$ cat config.mk
export PLATFORM = sky130hd
export DESIGN_NAME = interp_window_buffer
export DESIGN_NICKNAME = d
export VERILOG_FILES = /design/src/rtl/interp_window_buffer.sv
export SDC_FILE = /design/constraint.sdc
export NUM_CORES = 2
export LEC_CHECK = 0
export BUFFER_PORTS_ARGS = -buffer_cell sky130_fd_sc_hd__buf_2
export CORE_AREA = 2 2 751 753
export CTS_BUF_LIST = sky130_fd_sc_hd__clkbuf_4
export DETAILED_ROUTE_END_ITERATION = 8
export DIE_AREA = 0 0 753 755
export PLACE_DENSITY = 0.42
export SLEW_MARGIN = 20
export SYNTH_ARGS = -nofsm -noshare
export SYNTH_HDL_FRONTEND = slang
export SYNTH_SLANG_ARGS = --single-unit
$ cat constraint.sdc
create_clock -name clock -period 1.8 [get_ports clock]
set_clock_uncertainty 0.05 [all_clocks]
set_input_delay 0 -clock clock [delete_from_list [all_inputs] [get_ports clock]]
set_output_delay 0 -clock clock [all_outputs]
set_load 0.05 [all_outputs]
$ cat src/rtl/interp_window_buffer.sv
// interp_window_buffer: sliding window of the newest DEPTH pixel rows for the sub-pixel interpolation filters.
//   clock, reset_L   : rising-edge clock, asynchronous active-low reset
//   in_valid/in_ready/in_data : row input handshake; pixel c at [c*PIX_W +: PIX_W]
//   flush            : synchronous clear of the window, fill count and window count
//   transpose        : column-major output select (only when WINDOW_TRANSPOSE_EN is defined)
//   out_valid/out_ready/out_window : window output handshake; row 0 is the oldest row
//   fill_cnt         : rows held, saturating at DEPTH
//   win_cnt          : windows delivered since reset or flush, wrapping
module interp_window_buffer #(
   parameter int PIX_W   = 8,
   parameter int ROW_PIX = 15,
   parameter int DEPTH   = 15,
   parameter int CNT_W   = $clog2(DEPTH + 1)
) (
   input  logic                             clock,
   input  logic                             reset_L,
   input  logic                             in_valid,
   output logic                             in_ready,
   input  logic [ROW_PIX*PIX_W-1:0]         in_data,
   input  logic                             flush,
`ifdef WINDOW_TRANSPOSE_EN
   input  logic                             transpose,
`endif
   output logic                             out_valid,
   input  logic                             out_ready,
   output logic [DEPTH*ROW_PIX*PIX_W-1:0]   out_window,
   output logic [CNT_W-1:0]                 fill_cnt,
   output logic [15:0]                      win_cnt
);
   localparam int ROW_W = ROW_PIX * PIX_W;
   localparam int WIN_W = DEPTH * ROW_W;
   typedef enum logic [1:0] {FILL, VALID, SPENT} state_t;
   state_t state_q, state_d;
   logic [WIN_W-1:0] rows_q, rows_d;
   logic [CNT_W-1:0] fill_cnt_q, fill_cnt_d;
   logic [15:0] win_cnt_q, win_cnt_d;
   logic accept, deliver;
   assign in_ready = !flush && (state_q != VALID || out_ready);
   assign out_valid = state_q == VALID;
   assign accept = in_valid && in_ready;
   assign deliver = out_valid && out_ready;
   assign fill_cnt = fill_cnt_q;
   assign win_cnt = win_cnt_q;
   always_comb begin
      state_d = state_q;
      case (state_q)
         FILL:    if (accept && fill_cnt_q == CNT_W'(DEPTH - 1)) state_d = VALID;
         VALID:   if (out_ready) state_d = accept ? VALID : SPENT;
         SPENT:   if (accept) state_d = VALID;
         default: state_d = FILL;
      endcase
      if (flush) state_d = FILL;
      fill_cnt_d = flush ? '0 : (accept && fill_cnt_q != CNT_W'(DEPTH)) ? fill_cnt_q + CNT_W'(1) : fill_cnt_q;
      win_cnt_d = flush ? '0 : deliver ? win_cnt_q + 16'd1 : win_cnt_q;
      // newest row enters at the top; everything else moves one row toward row 0
      rows_d = flush ? '0 : accept ? (rows_q >> ROW_W) | (WIN_W'(in_data) << ((DEPTH - 1) * ROW_W)) : rows_q;
   end
   always_ff @(posedge clock or negedge reset_L) begin
      if (!reset_L) begin
         state_q <= FILL;
         rows_q <= '0;
         fill_cnt_q <= '0;
         win_cnt_q <= '0;
      end else begin
         state_q <= state_d;
         rows_q <= rows_d;
         fill_cnt_q <= fill_cnt_d;
         win_cnt_q <= win_cnt_d;
      end
   end
`ifdef WINDOW_TRANSPOSE_EN
   // storage stays row-major so it can shift; the output copy is reordered per accept
   logic [WIN_W-1:0] out_window_q, out_window_d, trans_win;
   always_comb begin
      trans_win = '0;
      for (int r = 0; r < DEPTH; r++)
         for (int c = 0; c < ROW_PIX; c++)
            trans_win[(c*DEPTH + r)*PIX_W +: PIX_W] = rows_d[(r*ROW_PIX + c)*PIX_W +: PIX_W];
      out_window_d = flush ? '0 : accept ? (transpose ? trans_win : rows_d) : out_window_q;
   end
   always_ff @(posedge clock or negedge reset_L) begin
      if (!reset_L) out_window_q <= '0;
      else out_window_q <= out_window_d;
   end
   assign out_window = out_window_q;
`else
   assign out_window = rows_q;
`endif
endmodule

==> results by group <==
Worst setup path
  • Critical Path AT: 2.46 ns
  • Maximum fanout along the worst path: 5
  • Critical path endpoint: out_valid
  • Critical path type: reg -> out
  • Startpoint Class: flip-flop
  • R2r worst-path depth: 9
  • RR Endpoint: out_window[1617]$_DFFE_PN0P_
  • Reg-to-Reg Start: state_q[0]$_DFFE_PN0P_
  • R2r setup slk: -0.64 ns
  • Critical Path End Type: primary output
  • CP startpoint: state_q[0]$_DFFE_PN0P_
  • WP data required: 1.75 ns

Yosys
  • Syn_nets: 8050
  • Yosys cell types: 35
  • Flops & latches, synth: 1822
  • Seq/Total Area, Yosys: 0.5987
  • Synth Warn #: 0
  • Synthesized instance count: 7922
  • Netlist Area Pre-Place: 76150 um2
  • Syn Area/Cell: 9.613 um2

Floorplanning
  • Row Count: 275
  • Area of the core: 559800 um2
  • Starting density of the core: 0.1360
  • Die area: 568500 um2
  • IO Count: 1947
  • Die Wd: 753 um
  • Chip Height: 755 um

Clock tree
  • Clock-pin slew on the worst setup and hold paths: 0.06 ns
  • Root Buffer: clkbuf_4
  • Clock Sinks: 1822
  • Worst skew pair latency: 1.56 ns
  • CTS Buf Count: 573
  • H-tree depth: 6
  • Clock tree buffer depth: 4
  • CTS tree: built

Route
  • Via density: 3.933
  • Iteration-0 DRC Markers: 7384
  • Post-route DRC violation count: 0
  • DR pass1 iterations: 6
  • Routed Antenna Nets: 0
  • WL per Instance: 30.47 um
  • DR vias: 77207
  • Total Wirelength: 598.1 mm

Placed design
  • Dpl cells: 17217
  • DP Area: 98080 um2
  • Post-DP HPWL: 455.2 mm
  • RePlAce Congestion: 1.003
  • Number of port buffers: 1946

STA
  • Worst Tran Pin Value: 0.7083 ns
  • Final TNS setup: -1757.78 ns
  • Final Hold Viols: 0
  • Worst slew margin: 0.5278
  • Final period util: 1.394
  • Final worst setup slack: -0.7100 ns
  • Final Max Tran Viols: 0
  • RSZ-0062 raised after global routing: yes
  • Setup violators final: 5176
  • Achievable frequency: 398.4 MHz
  • Final worst path period need: 2.510 ns

Run
  • Maxcap violations: 0

Cells and area
  • Post-route core utilization: 0.2341
  • Filler Cells Inserted: 61087
  • Layout Cells excl Fill: 19630
  • Area delta synth->final: 72.08%
  • Fin nets: 11938
  • Most common cell after layout, fill and taps aside: nand2_1
  • Proportion of layout cells with a drive suffix above 1: 0.4294
  • Most frequent cells in the layout: nand2_1, nand3b_1, buf_4
  • Final non-filler cell area: 131000 um2

Status
  • Failing checks: negative setup slack
  • Status: complete, but fails checks

Global route
  • Vias in the first global route: 74525
  • GRT Util Overall: 0.2011
  • Total grt overflow: 0
  • Pin count of the biggest net entering global routing: 149
  • First-pass GRT wire length: 766.7 mm
  • Antenna violations before repair: 45

Power
  • Clock network power share: 0.447
  • Maximum VDD drop: 0.5659 mV
  • Switch share: 0.3027
  • Lkg Pwr: 66.98 nW
  • Internal power: 0.06574 W
  • Combinational Power Share: 0.106
  • Sw Pwr: 0.02854 W
  • Total power: 0.09428 W
  • Sequential power share: 0.447
  • P per Cell Area: 719.5 nW/um2

Min path
  • Hold Path Origin: out_window[632]$_DFFE_PN0P_
  • Hold crit path type: reg -> reg
==> power groups by stage <==
stage | Clock, W | Sequential [W] | Combinational, W
finish | 0.0421 | 0.0421 | 0.0100
global route | 0.0456 | 0.0421 | 0.0106
CTS | 0.0435 | 0.0420 | 0.00950
detailed placement | 0 | 0.0428 | 0.00815
global placement | 0 | 0.0429 | 0.00819
floorplan | 0 | 0.0441 | 0.00255
==> sequential cells by signal, indices dropped and copies added, names as in the netlist <==
| name | cells |
|---|---|
| state_q | 2 |
| fill_cnt | 4 |
| out_window | 1800 |
| win_cnt | 16 |
==> synthesized netlist by cell type <==
master / number / area, um2
inv_1: 3 / 11.26
nand4_1: 5 / 31.28
nor3b_1: 4 / 30.03
a21oi_1: 7 / 35.03
xnor2_1: 5 / 43.79
a311oi_1: 1 / 8.760
or3_1: 4 / 25.02
nand4b_1: 2 / 17.52
a211oi_1: 1 / 7.510
nor3_1: 2 / 10.01
nand3_1: 6 / 30.03
mux2_1: 1 / 11.26
nor4_1: 1 / 6.260
and3_1: 2 / 12.51
o21ai_0: 4 / 20.02
and4_1: 2 / 17.52
and4b_1: 1 / 10.01
xor2_1: 5 / 43.79
nand2b_1: 2 / 12.51
nand3b_1: 1801 / 13520
a31o_2: 1 / 8.760
buf_4: 90 / 675.7
nor3_2: 1 / 10.01
nor2b_1: 5 / 31.28
buf_6: 10 / 112.6
mux2i_1: 1 / 10.01
mux2_2: 1 / 11.26
nor2_1: 16 / 60.06
clkbuf_1: 303 / 1137
a31oi_1: 1 / 6.260
buf_2: 202 / 1011
ha_1: 3 / 37.54
nand2_1: 3606 / 13540
or3b_1: 1 / 8.760
dfrtp_1: 1822 / 45590
==> critical path, stage by stage, from the launching register on <==
cell,delay (ns)
dfrtp_1,0.38
buf_4,0.16
nor2b_4,0.19
buf_6,0.17
==> routing by layer <==
metal,up-vias,GRT usage,share of wire
met3,736,0.1085,0.13
met5,-,0,0.00011
met1,39057,0.2554,0.42
met4,10,0.06428,0.037
met2,3728,0.2889,0.41
li1,33676,-,-
==> stage by stage <==
stage / setup slack [ns] / hold slack [ns]
after global routing: -0.9863 / 0.1619
after global placement: -0.3562 / -0.05123
after CTS: -1.070 / 0.0008882
final: -0.7100 / 0.3538
after detailed placement: -0.3805 / -0.05262
after floorplan: -0.01290 / -0.3456
==> cell type report <==
class                           instances  area [um2]  area share
Clock inverter                        124       922.1    0.007037
Clock buffer                          773        5803     0.04428
Tap cell                             7479        9358     0.07141
Multi-Input combinational cell       5492       27650      0.2110
Sequential cell                      1822       46720      0.3565
Antenna cell                           19       47.55   0.0003628
Timing Repair Buffer                 3918       40530      0.3093
Inverter                                3       11.26  0.00008593
==> kinds of logic after synthesis <==
logic type | synth area share
multiplexers | 0.0004272
buffers and inverters | 0.03871
AO/OA/AOI/OAI | 0.001134
AND/OR/NAND/NOR | 0.3594
XOR/XNOR | 0.001150
flip-flops | 0.5987
adder cells (fa/ha/maj) | 0.0004929
==> how the worst min path moves through the flow <==
stage | end | cells past startpoint
2_1_floorplan | fill_cnt[0]$_DFFE_PN0P_ | 0
3_3_place_gp | out_window[25]$_DFFE_PN0P_ | 1
3_5_place_dp | out_window[25]$_DFFE_PN0P_ | 1
4_1_cts | out_window[1736]$_DFFE_PN0P_ | 6
5_1_grt | out_window[1774]$_DFFE_PN0P_ | 6
6_report | out_window[512]$_DFFE_PN0P_ | 2
==> timing repair <==
| action | 4_1_cts | 5_1_grt |
|---|---|---|
| setup buffers | 604 | 452 |
| pin swaps | 2 | 0 |
| endpoints found under the setup margin | 3624 | 4834 |
| resized for setup | 2570 | 2639 |
| hold buffers | 444 | 0 |
| gates cloned | 0 | 0 |
| hold endpoints to repair | 3644 | 0 |
Note: power is estimated with default switching activity, not from simulation.
